<file path="src/rtl/seg7_sequence_reader_if.sv">
// ============================================================================
// Module   : seg7_sequence_reader_if
// Brief    : Tiny Tapeout pin bundle between a 7-segment sender and the reader.
// Revision : 1.0 - initial release
// ============================================================================
`default_nettype none

interface seg7_sequence_reader_if;
   logic       ena;
   logic [7:0] ui_in;
   logic [7:0] uio_in;
   logic [7:0] uo_out;
   logic [7:0] uio_out;
   logic [7:0] uio_oe;

   modport master (
      output ena,
      output ui_in,
      output uio_in,
      input  uo_out,
      input  uio_out,
      input  uio_oe
   );

   modport slave (
      input  ena,
      input  ui_in,
      input  uio_in,
      output uo_out,
      output uio_out,
      output uio_oe
   );
endinterface

`default_nettype wire

</file>
<file path="src/rtl/seg7_sequence_reader.sv">
// ============================================================================
// Module   : seg7_sequence_reader
// Brief    : Samples a 7-segment bus on each advance strobe, decodes the symbol
//            and tracks the fixed 14-symbol frame (lock, frame and error counts).
// Revision : 1.0 - initial release
// ============================================================================
`default_nettype none

module seg7_sequence_reader (
   input  logic                          clk,
   input  logic                          rst_n,
   seg7_sequence_reader_if.slave         bus
);

   typedef enum logic [0:0] {
      S_HUNT  = 1'b0,
      S_TRACK = 1'b1
   } state_t;

   localparam logic [3:0] c_last_idx    = 4'd13;
   localparam logic [3:0] c_sym_dp      = 4'd1;
   localparam logic [2:0] c_err_max     = 3'd7;
   localparam logic [1:0] c_settle_init = 2'd3;
   localparam logic [1:0] c_settle_cap  = 2'd2;
   localparam logic [7:0] c_uio_oe      = 8'b1111_1110;

   state_t     r_state;
   logic       r_strb_s1;
   logic       r_strb_s2;
   logic       r_strb_dly;
   logic [7:0] r_pat_s1;
   logic [7:0] r_pat_s2;
   logic [1:0] r_settle;
   logic [3:0] r_idx;
   logic [3:0] r_sym;
   logic       r_sym_valid;
   logic       r_frame_done;
   logic       r_mismatch;
   logic [3:0] r_frame_cnt;
   logic [2:0] r_err_cnt;

   logic       w_edge;
   logic       w_capture;
   logic [3:0] w_sym;
   logic [3:0] w_exp;
   logic       w_unused;

   function automatic logic [3:0] decode_sym(input logic [7:0] pat);
      case (pat)
         8'h00:   decode_sym = 4'd0;
         8'h80:   decode_sym = 4'd1;
         8'h5B:   decode_sym = 4'd2;
         8'h4F:   decode_sym = 4'd3;
         8'h15:   decode_sym = 4'd4;
         8'h7E:   decode_sym = 4'd5;
         8'h0E:   decode_sym = 4'd6;
         8'h5F:   decode_sym = 4'd7;
         8'h3E:   decode_sym = 4'd8;
         default: decode_sym = 4'hF;
      endcase
   endfunction

   // Frame "dp S E n O L G U L G O n U L" as symbol codes, indexed 0..13.
   function automatic logic [3:0] expected_sym(input logic [3:0] idx);
      case (idx)
         4'd0:    expected_sym = 4'd1;
         4'd1:    expected_sym = 4'd2;
         4'd2:    expected_sym = 4'd3;
         4'd3:    expected_sym = 4'd4;
         4'd4:    expected_sym = 4'd5;
         4'd5:    expected_sym = 4'd6;
         4'd6:    expected_sym = 4'd7;
         4'd7:    expected_sym = 4'd8;
         4'd8:    expected_sym = 4'd6;
         4'd9:    expected_sym = 4'd7;
         4'd10:   expected_sym = 4'd5;
         4'd11:   expected_sym = 4'd4;
         4'd12:   expected_sym = 4'd8;
         4'd13:   expected_sym = 4'd6;
         default: expected_sym = 4'hF;
      endcase
   endfunction

   assign w_edge    = r_strb_s2 & ~r_strb_dly;
   // Settle counter loads 3 on the edge; capture happens while it reads 2,
   // and the value 1 still blocks edges in the cycle after capture.
   assign w_capture = (r_settle == c_settle_cap);
   assign w_sym     = decode_sym(r_pat_s2);
   assign w_exp     = expected_sym(r_idx);

   always_ff @(posedge clk) begin
      if (!rst_n) begin
         r_state      <= S_HUNT;
         r_strb_s1    <= 1'b0;
         r_strb_s2    <= 1'b0;
         r_strb_dly   <= 1'b0;
         r_pat_s1     <= 8'h00;
         r_pat_s2     <= 8'h00;
         r_settle     <= 2'd0;
         r_idx        <= 4'd0;
         r_sym        <= 4'd0;
         r_sym_valid  <= 1'b0;
         r_frame_done <= 1'b0;
         r_mismatch   <= 1'b0;
         r_frame_cnt  <= 4'd0;
         r_err_cnt    <= 3'd0;
      end else begin
         r_strb_s1    <= bus.uio_in[0];
         r_strb_s2    <= r_strb_s1;
         r_strb_dly   <= r_strb_s2;
         r_pat_s1     <= bus.ui_in;
         r_pat_s2     <= r_pat_s1;
         r_sym_valid  <= 1'b0;
         r_frame_done <= 1'b0;

         if (r_settle != 2'd0) begin
            r_settle <= r_settle - 2'd1;
         end else if (w_edge) begin
            r_settle <= c_settle_init;
         end

         if (w_capture) begin
            r_sym       <= w_sym;
            r_sym_valid <= 1'b1;
            case (r_state)
               S_HUNT: begin
                  if (w_sym == c_sym_dp) begin
                     r_state <= S_TRACK;
                     r_idx   <= 4'd1;
                  end
               end
               S_TRACK: begin
                  if (w_sym == w_exp) begin
                     if (r_idx == c_last_idx) begin
                        r_idx        <= 4'd0;
                        r_frame_cnt  <= r_frame_cnt + 4'd1;
                        r_frame_done <= 1'b1;
                     end else begin
                        r_idx <= r_idx + 4'd1;
                     end
                  end else begin
                     r_mismatch <= 1'b1;
                     if (r_err_cnt != c_err_max) begin
                        r_err_cnt <= r_err_cnt + 3'd1;
                     end
                     // A stray dp is treated as the start of a fresh frame.
                     if (w_sym == c_sym_dp) begin
                        r_state <= S_TRACK;
                        r_idx   <= 4'd1;
                     end else begin
                        r_state <= S_HUNT;
                        r_idx   <= 4'd0;
                     end
                  end
               end
               default: begin
                  r_state <= S_HUNT;
                  r_idx   <= 4'd0;
               end
            endcase
         end
      end
   end

   assign bus.uo_out  = {r_mismatch, r_sym_valid, r_frame_done,
                         (r_state == S_TRACK), r_sym};
   assign bus.uio_out = {r_err_cnt, r_frame_cnt, 1'b0};
   assign bus.uio_oe  = c_uio_oe;

   assign w_unused = &{1'b0, bus.ena, bus.uio_in[7:1]};

endmodule

`default_nettype wire

</file>
<file path="src/flat_wrapper.sv">
// flat-port wrapper written by rule: the top's interface ports become plain ports
module seg7_sequence_reader_flat 
  (clk, rst_n, bus_ena, bus_ui_in, bus_uio_in, bus_uo_out, bus_uio_out, bus_uio_oe);
  seg7_sequence_reader_if bus_i ();
  input  logic clk;
  input  logic rst_n;
  input wire logic [$bits(bus_i.ena)-1:0] bus_ena;
  input wire logic [$bits(bus_i.ui_in)-1:0] bus_ui_in;
  input wire logic [$bits(bus_i.uio_in)-1:0] bus_uio_in;
  output wire logic [$bits(bus_i.uo_out)-1:0] bus_uo_out;
  output wire logic [$bits(bus_i.uio_out)-1:0] bus_uio_out;
  output wire logic [$bits(bus_i.uio_oe)-1:0] bus_uio_oe;
  assign bus_i.ena = bus_ena;
  assign bus_i.ui_in = bus_ui_in;
  assign bus_i.uio_in = bus_uio_in;
  assign bus_uo_out = bus_i.uo_out;
  assign bus_uio_out = bus_i.uio_out;
  assign bus_uio_oe = bus_i.uio_oe;
  seg7_sequence_reader u_core (.clk(clk), .rst_n(rst_n), .bus(bus_i));
endmodule
</file>
<file path="config.mk">
export PLATFORM = sky130hd
export DESIGN_NAME = seg7_sequence_reader_flat
export DESIGN_NICKNAME = d
export VERILOG_FILES = /design/src/rtl/seg7_sequence_reader_if.sv /design/src/rtl/seg7_sequence_reader.sv /design/src/flat_wrapper.sv
export SDC_FILE = /design/constraint.sdc
export NUM_CORES = 1
export LEC_CHECK = 0
export BUFFER_PORTS_ARGS = -buffer_cell sky130_fd_sc_hd__buf_2
export CAP_MARGIN = 20
export CORE_ASPECT_RATIO = 0.7
export CORE_UTILIZATION = 55
export CTS_BUF_LIST = sky130_fd_sc_hd__clkbuf_8
export CTS_CLUSTER_SIZE = 10
export DETAILED_ROUTE_END_ITERATION = 7
export PLACE_DENSITY_LB_ADDON = 0.1
export SLEW_MARGIN = 20
export SYNTH_ARGS = -nofsm -noshare
export SYNTH_HDL_FRONTEND = slang
export SYNTH_SLANG_ARGS = --single-unit
</file>
<file path="constraint.sdc">
create_clock -name clk -period 3.5 [get_ports clk]
set_input_delay 0.35 -clock clk [delete_from_list [all_inputs] [get_ports clk]]
set_output_delay 0.35 -clock clk [all_outputs]
set_load 0.1 [all_outputs]
</file>
==> flow_summary.yaml, run 1 <==
status:
  status: "complete, no violations"
pwr:
  switching_share_pct: 35.33
  ir_drop_uv: 403.0
  p_int_w: 0.0008393
  comb_power_share_pct: 25.7
  seq_power_share_pct: 43.4
  power_density_nw_per_um2: 535.5
  pwr-share-clk_pct: 30.9
  p_leak_nw: 1.075
  switchingPower_w: 0.0004586
place:
  placed_cells: 298
  dp_hpwl_mm: 2.515
  post_dp_cell_area_um2: 2307
  gp_congestion: 0.8301
  port_buffers: 25
setup_path:
  critPathKind: "flip-flop to flip-flop"
  rrSetupSlack_ps: 240
  crit-reg2reg-capture: "u_core.w_exp[1]"
  cp.arrival_ps: 3460
  critical_path_required_ps: 3700
  path_max_fanout: 12
  end_kind: "flip-flop"
  r2r.worst_path.cells: 10
  critPathLaunchType: "flip-flop"
  r2r-start: "u_core.r_pat_s2[5]"
sta:
  fmax_ghz: 0.3065
  worst_pin_slew_ps: 584.4
  finClkSkew_ps: 5.355
  fin_crit_sh_pct: 93.22
  finalCriticalPeriod_ps: 3263
  hold_viol: 0
  setup_tns_ps: 0
  slew_viol_final: 0
  relSlewSlack_pct: 61.04
  rsz0062_at_grt: "false"
  setup_viol_count_final: 0
final_layout:
  diodes: 0
  final_core_util_pct: 66.02
  final_cells: 306
  drive_gt1_share_pct: 18.36
  finalNetCount: 285
  final_cell_area_um2: 2424
  fillCellCount: 298
  syn_to_final_growth_pct: 9.994
floorplanning:
  die_h_um: 54.96
  fp-row-count: 18
  die_width_um: 77.65
  io_pins: 43
  dieArea_um2: 4267
  initial_core_util_pct: 60.02
  coreArea_um2: 3671
clocking:
  h-tree-depth: 2
  cts-root-buf: "clkbuf_8"
  cts.sinks: 44
  path_clk_slew_ps: 90
  cts_resized: 0
  postCtsSetupBuffers: 0
  clock_latency_ps: 300
  cts_hold_buf: 0
  cts_buffers: 5
  cts_tree: "done"
  cts_buffer_depth: 2
grt:
  grt_max_degree: 44
  grt_pass1_vias: 1316
  grt_usage_pct: 18.63
  overflow: 0
  antenna_found_initial: 0
  grt_first_pass_wirelength_mm: 5.996
synthesis:
  yosysTopAreaCell: "dfxtp_1"
  ys_seq_elements: 44
  synth_top_area_share_pct: 39.98
  synth-edff-count: 0
  synth.most_common_cell: "dfxtp_1"
  synth.area.top_cells: "dfxtp_1 (40%), and2_1 (8.2%), ha_1 (6.2%)"
  ys_async_sr_fraction_pct: 0
  yosys_most_used_dff: "dfxtp_1"
  seq_area_frac_synth_pct: 39.98
  syn_area_um2: 2203
  yosys-top-cells-count: "dfxtp_1 (44), and2_1 (29), nand2_1 (18), inv_1 (14), buf_4 (13)"
  syn_area_per_cell_um2: 9.416
  netlist_instances: 234
  ys_types: 54
  yosysWarnings: 0
detailed_routing:
  avgRoutedWirePerCell_um: 11.64
  ant_nets: 0
  dr.first_iter.drc_count: 71
  route.detailed.drc: 0
  viasPerCell: 5.167
  routed_wl_mm: 3.561
  vias: 1581
  firstDrtPassIters: 4
min_path:
  min_from: "bus_ui_in[3]"
  min_to: "u_core.r_pat_s1[3]"
  min_path_type: "input pin to flip-flop"
  holdPathStages: 2
job:
  maxCapViolations: 0
-- worst max-delay path, stage by stage (launching register included) --
cell,delay [ps]
dfxtp_1,430
or3_2,500
o22a_1,190
o211ai_2,200
mux2i_1,320
o32ai_4,160
o41ai_1,440
and2_1,260
inv_1,80
ha_1,290
mux2_4,270
-- flip-flops by register name, summed over array words and instances, names as in the netlist --
name                 count
u_core.r_strb_dly        1
u_core.r_state           1
u_core.w_exp             4
u_core.r_strb_s2         1
u_core.r_sym             4
u_core.r_pat_s1          8
u_core.r_frame_done      1
u_core.r_frame_cnt       4
u_core.r_mismatch        1
u_core.r_err_cnt         3
u_core.r_idx             4
u_core.r_pat_s2          8
u_core.r_settle          2
u_core.r_strb_s1         1
u_core.r_sym_valid       1
-- power by group through the flow --
stage	Clock (W)	Combinational, W	Sequential [W]
2_1_floorplan	0	0.000205	0.000665
6_report	0.000401	0.000333	0.000564
3_3_place_gp	0	0.000326	0.000575
3_5_place_dp	0	0.000333	0.000576
4_1_cts	0.000415	0.000335	0.000564
5_1_grt	0.000431	0.000363	0.000570
-- through the flow --
step	setup WS, ps	hold slack [ps]	power [W]
2_1_floorplan	431.5	411.9	0.0008706
3_3_place_gp	232.4	413.7	0.0009015
3_5_place_dp	244.3	419.3	0.0009091
4_1_cts	228.7	234.4	0.001313
5_1_grt	51.95	231.4	0.001364
6_report	237.4	243.5	0.001298
-- placed cells by master (no fill, tap or decap), drive strengths merged, types with 4 or more instances in the layout --
cell	instances
dfxtp	44
and2	30
buf	29
nand2	18
inv	14
ha	11
mux2i	10
conb	9
nor2	8
nand3	5
clkbuf	5
o21ai	5
nor2b	4
-- worst max path at each step --
stage / startpoint / cells past startpoint / endpoint / slack [ps]
final: u_core.r_pat_s2[5] / 10 / u_core.w_exp[1] / 240
after global routing: u_core.r_pat_s2[0] / 10 / u_core.w_exp[1] / 50
after CTS: u_core.r_pat_s2[5] / 10 / u_core.w_exp[1] / 230
after detailed placement: u_core.r_pat_s2[5] / 10 / u_core.w_exp[1] / 240
after global placement: u_core.r_pat_s2[5] / 10 / u_core.w_exp[1] / 230
after floorplan: u_core.r_pat_s2[6] / 10 / u_core.w_exp[1] / 430
-- metal layers --
metal,global-route usage (%),part of all wire (%)
met4,8.491,1.5
met2,27.73,37
met5,0,0
met1,25.58,54
met3,4.918,6.9
-- kinds of logic after synthesis --
group / after synthesis / synth area share (%)
simple gates: 91 / 24.53
flops: 44 / 39.98
buf+inv: 36 / 8.745
compound gates: 34 / 12.95
fa+ha+maj: 11 / 6.246
mux: 11 / 5.224
xor+xnor: 5 / 1.988
other cells: 2 / 0.3408
-- final cells by class --
| class | instances | area (um2) | area share [%] |
|---|---|---|---|
| inverters | 14 | 52.55 | 2.168 |
| flip-flops and latches | 44 | 880.8 | 36.34 |
| repair buffers | 29 | 155.1 | 6.402 |
| clock buffers | 5 | 68.82 | 2.839 |
| multi-input cells | 161 | 1156 | 47.70 |
| clock inverters | 3 | 47.55 | 1.962 |
| well taps | 50 | 62.56 | 2.581 |
Power figures use the tool's default switching activity.
==> run 2, diff against run 1 <==
Settings changed: CORE_UTILIZATION 55 to 57, REMOVE_ABC_BUFFERS set to 1.
==> run 2 against run 1 <==
Against the previous run:
- highest routed layer unchanged
- sequential share of layout area down 0.15 points
- global-route usage down 0.36 points
- critical endpoint unchanged
- maximum frequency down 0.48%
- cell count up 0.33%
- sequential power about the same
- core utilization up 1.6 points
- non-clock buffer count up 1
- power down 1.2%
- first-iteration DRC count up 96%
- register-to-register slack worse by 20 ps
- clock power down 3%
==> flow_summary.yaml, run 2 (same netlist as run 1, synthesis figures left out) <==
grt:
  overflow: 0
  grt_pass1_vias: 1274
  grt_usage_pct: 18.26
  grt_first_pass_wirelength_mm: 5.789
  antenna_found_initial: 0
  grt_max_degree: 25
clocking:
  cts_tree: "done"
  path_clk_slew_ps: 80
  cts_hold_buf: 0
  cts_buffer_depth: 2
  h-tree-depth: 2
  cts.sinks: 44
  cts-root-buf: "clkbuf_8"
  cts_buffers: 5
  clock_latency_ps: 300
detailed_routing:
  ant_nets: 0
  vias: 1581
  route.detailed.drc: 0
  firstDrtPassIters: 4
  avgRoutedWirePerCell_um: 11.42
  dr.first_iter.drc_count: 139
  viasPerCell: 5.150
  routed_wl_mm: 3.505
min_path:
  min_from: "bus_ui_in[5]"
  min_to: "u_core.r_pat_s1[5]"
  min_path_type: "input pin to flip-flop"
  holdPathStages: 2
sta:
  slew_viol_final: 0
  setup_viol_count_final: 0
  setup_tns_ps: 0
  worst_pin_slew_ps: 508.2
  holdWs_ps: 252.3
  finClkSkew_ps: 3.621
  finalCriticalPeriod_ps: 3278
  relSlewSlack_pct: 65.76
  hold_viol: 0
  rsz0062_at_grt: "false"
  fin_crit_sh_pct: 93.67
  fmax_ghz: 0.3050
pwr:
  total_power_w: 0.001282
  ir_drop_uv: 387.1
  p_leak_nw: 1.085
  power_density_nw_per_um2: 525.9
job:
  maxCapViolations: 0
floorplanning:
  fp-row-count: 18
  dieArea_um2: 4122
  die_h_um: 54.02
  die_width_um: 76.31
  coreArea_um2: 3603
  initial_core_util_pct: 61.15
  io_pins: 43
final_layout:
  layout_commonest_cell: "dfxtp_1"
  reg_top3: "u_core.r_pat_s1 x8, u_core.r_pat_s2 x8"
  final_core_util_pct: 67.64
  final_cells: 307
  diodes: 0
  syn_to_final_growth_pct: 10.62
  drive_gt1_share_pct: 19.46
  finalNetCount: 286
  final_cell_mix: "dfxtp_1 (43), and2_1 (29), buf_2 (25)"
setup_path:
  end_kind: "flip-flop"
  path_max_fanout: 8
  critical_path_required_ps: 3690
  critPathKind: "flip-flop to flip-flop"
  r2r-start: "u_core.r_pat_s2[1]"
  cp.arrival_ps: 3470
  critPathLaunchType: "flip-flop"
  crit-reg2reg-capture: "u_core.w_exp[1]"
  r2r.worst_path.cells: 10
  critPathMaxStageDelay_ps: 550
  cpMostUsedCell: "mux2i_1"
  critPathSlowestCell: "or4b_4"
  rrSetupSlack_ps: 220
  path_cells: "or4b_4 > o22a_1 > o211ai_2 > mux2i_1 > o32ai_4 > mux2i_1 > and3_1 > inv_1 > ha_1 > mux2_4"
place:
  dp_hpwl_mm: 2.541
  port_buffers: 25
  gp_congestion: 0.8619
  placed_cells: 299
status:
  status: "complete, no violations"
==> run 2: report_power, final <==
group	internal [W]	switching [W]	leakage [nW]
sequential	0.000540	0.0000257	0.360
combinational	0.0000830	0.000245	0.667
clock	0.000215	0.000174	0.0583
total	0.000837	0.000444	1.08
==> run 2: area by class of cell <==
cell class,instances,area (um2)
Clock buffer,5,68.82
Clock inverter,3,47.55
Inverter,14,52.55
Tap cell,50,62.56
Multi-Input combinational cell,161,1161
Timing Repair Buffer,30,162.7
Sequential cell,44,882.1
Fill cell,300,1166
==> run 2: what timing repair did <==
action,in CTS,in global routing
buffers inserted,0,0
gates resized for setup,0,2
endpoints found under the setup margin,0,1
==> run 2: worst max-delay path by stage <==
stage / start / end / slack [ps] / cells past startpoint
5_1_grt: u_core.r_pat_s2[7] / u_core.w_exp[1] / 20 / 10
6_report: u_core.r_pat_s2[1] / u_core.w_exp[1] / 220 / 10
3_5_place_dp: u_core.r_pat_s2[5] / u_core.w_exp[1] / 230 / 10
3_3_place_gp: u_core.r_pat_s2[5] / u_core.w_exp[1] / 250 / 10
4_1_cts: u_core.r_pat_s2[5] / u_core.w_exp[1] / 220 / 10
2_1_floorplan: u_core.r_pat_s2[5] / u_core.w_exp[1] / 430 / 10
==> run 2: routing by layer <==
| metal | vias to the layer above | track usage (%) | share of wire (%) |
|---|---|---|---|
| met5 | - | 0 | 0 |
| met4 | 0 | 7.692 | 1.2 |
| met3 | 7 | 5.085 | 5.5 |
| met2 | 50 | 26.13 | 37 |
| met1 | 694 | 25.74 | 56 |
| li1 | 830 | - | - |
==> run 2: through the flow <==
step           instance area (um2)  worst slack (ps)
5_1_grt                       2437             22.83
4_1_cts                       2431             218.3
3_5_place_dp                  2315             229.6
3_3_place_gp                  2315             252.7
2_1_floorplan                 2090             428.2
6_report                      2437             221.7
==> run 2: critical path: cells and delay by family (launching register included) <==
family | cells | cell delay, ps
buffers and inverters | 1 | 90
muxes | 3 | 690
adders and majority gates | 1 | 330
DFF | 1 | 370
AOI/OAI and AO/OA | 3 | 860
and+or+nand+nor | 2 | 850
==> run 3, diff against run 2 <==
Settings changed: BUFFER_PORTS_ARGS -buffer_cell sky130_fd_sc_hd__buf_2 to not set, CORE_UTILIZATION 57 to 30, DONT_BUFFER_PORTS set to 1, HOLD_SLACK_MARGIN set to 0.15.
==> run 3 against run 2 <==
Against the previous run:
- setup slack worse by 21 ps
- clock skew rose by 1.5 ps
- core utilization fell by 32 points
- largest cell class unchanged
==> flow_summary.yaml, run 3 (same netlist as run 1, synthesis figures left out) <==
status:
  status: "complete, no violations"
clocking:
  h-tree-depth: 2
  postCtsSetupBuffers: 0
  clock_latency_ps: 290
  cts_hold_buf: 0
  path_clk_slew_ps: 90
  cts.sinks: 44
  cts-root-buf: "clkbuf_8"
  cts_buffers: 5
  cts_buffer_depth: 2
  cts_tree: "done"
setup_path:
  cp.arrival_ps: 3490
  critPathLaunchType: "flip-flop"
  path_max_fanout: 12
  critPathKind: "flip-flop to flip-flop"
  end_kind: "flip-flop"
  critical_path_required_ps: 3690
final_layout:
  final_cells: 334
  diodes: 0
  reg_top3: "u_core.r_pat_s1 x8, u_core.r_pat_s2 x8"
  syn_to_final_growth_pct: 10.28
  final_cell_mix: "dfxtp_1 (44), and2_1 (29), nand2_1 (18)"
  multi_input_area_um2: 1160
  fillCellCount: 723
  final-seq-area_um2: 880.8
  drive_gt1_share_pct: 13.33
  finalNetCount: 269
  layout_commonest_cell: "dfxtp_1"
floorplanning:
  dieArea_um2: 7696
  fp-row-count: 25
  die_h_um: 73.70
  coreArea_um2: 6913
  die_width_um: 104.4
  io_pins: 43
  initial_core_util_pct: 31.87
place:
  port_buffers: 0
  gp_congestion: 0.7402
  dp_hpwl_mm: 2.948
  placed_cells: 326
sta:
  setup_tns_ps: 0
  hold_viol: 0
  finalCriticalPeriod_ps: 3299
  fmax_ghz: 0.3031
  fin_crit_sh_pct: 94.26
  rsz0062_at_grt: "false"
  setup_viol_count_final: 0
  finClkSkew_ps: 5.076
  worst_pin_slew_ps: 1018
  relSlewSlack_pct: 32.04
  slew_viol_final: 0
grt:
  overflow: 0
  grt_pass1_vias: 1406
  antenna_found_initial: 0
  grt_usage_pct: 11.31
  grt_max_degree: 44
  grt_first_pass_wirelength_mm: 6.762
detailed_routing:
  vias: 1516
  ant_nets: 0
  route.detailed.drc: 0
  routed_wl_mm: 4.031
  viasPerCell: 4.539
  dr.first_iter.drc_count: 68
  firstDrtPassIters: 4
  avgRoutedWirePerCell_um: 12.07
pwr:
  ir_drop_uv: 232.8
  power_density_nw_per_um2: 528.8
  p_leak_nw: 0.9979
job:
  maxCapViolations: 0
min_path:
  min_path_type: "input pin to flip-flop"
## run 3: changes by cell type in the layout (fill, tap and decap cells not counted)
| cell | change |
|---|---|
| buf_2 | -25 |
| buf_4 | +8 |
| clkbuf_8 | +1 |
| clkinv_4 | -1 |
| dfxtp_1 | +1 |
| dfxtp_2 | -1 |
| mux2i_1 | -1 |
| mux2i_2 | +1 |
| o31ai_1 | +1 |
| o31ai_2 | -1 |
## run 3: final timing paths
check                                        start  cells past startpoint               endpoint  slack [ps]
worst max register to register  u_core.r_pat_s2[0]                     10        u_core.w_exp[1]         200
worst min-delay path                         rst_n                      1  u_core.r_frame_cnt[2]         170
worst max-delay path            u_core.r_pat_s2[0]                     10        u_core.w_exp[1]         200
worst min register to register  u_core.r_pat_s1[7]                      1     u_core.r_pat_s2[7]         440
## run 3: timing repair
item	CTS	global route
gates resized for setup	0	1
hold endpoints to repair	0	0
endpoints found under the setup margin	0	2
## run 3: per-layer routing
| layer | up-vias | track usage, % | routed length (um) |
|---|---|---|---|
| li1 | 795 | - | - |
| met3 | 7 | 3.461 | 137 |
| met5 | - | 0 | 0 |
| met4 | 0 | 4.762 | 62 |
| met2 | 24 | 15.67 | 1582 |
| met1 | 690 | 15.98 | 2249 |
## run 3: critical path: stages, from the launching register on
cell and delay (ps):
dfxtp_1 430, or2_0 260, o32a_1 390, o31ai_1 260, mux2i_1 160, o32ai_4 420, mux2i_2 320, and3_1 270
inv_1 80, ha_1 310, mux2_4 270
## run 3: final cells by class
type	count	share of cell area (%)
clock buffer	6	3.399
multi-input combinational	161	47.73
sequential	44	36.25
timing repair buffer	13	4.016
inverter	14	2.163
clock inverter	2	1.596
tap	94	4.840
## run 3: power breakdown
part	internal [W]	leakage (nW)	switching, W
Sequential	0.000539	0.360	0.000147
Clock	0.000233	0.0614	0.000177
Combinational	0.0000706	0.577	0.000117
## run 3: per-stage QoR
step                      cell area, um2  hold slack [ps]  util (%)  worst slack, ps  power (W)
after CTS                           2426            165.0     35.10            163.4   0.001304
after global placement              2305            415.6     33.34            176.0  0.0008861
after global routing                2430            157.2     35.15            1.366   0.001357
final                               2430            172.0     35.15            201.0   0.001285
after detailed placement            2305            417.9     33.34            214.0  0.0008877
after floorplan                     2090            411.8         -            428.2  0.0008512
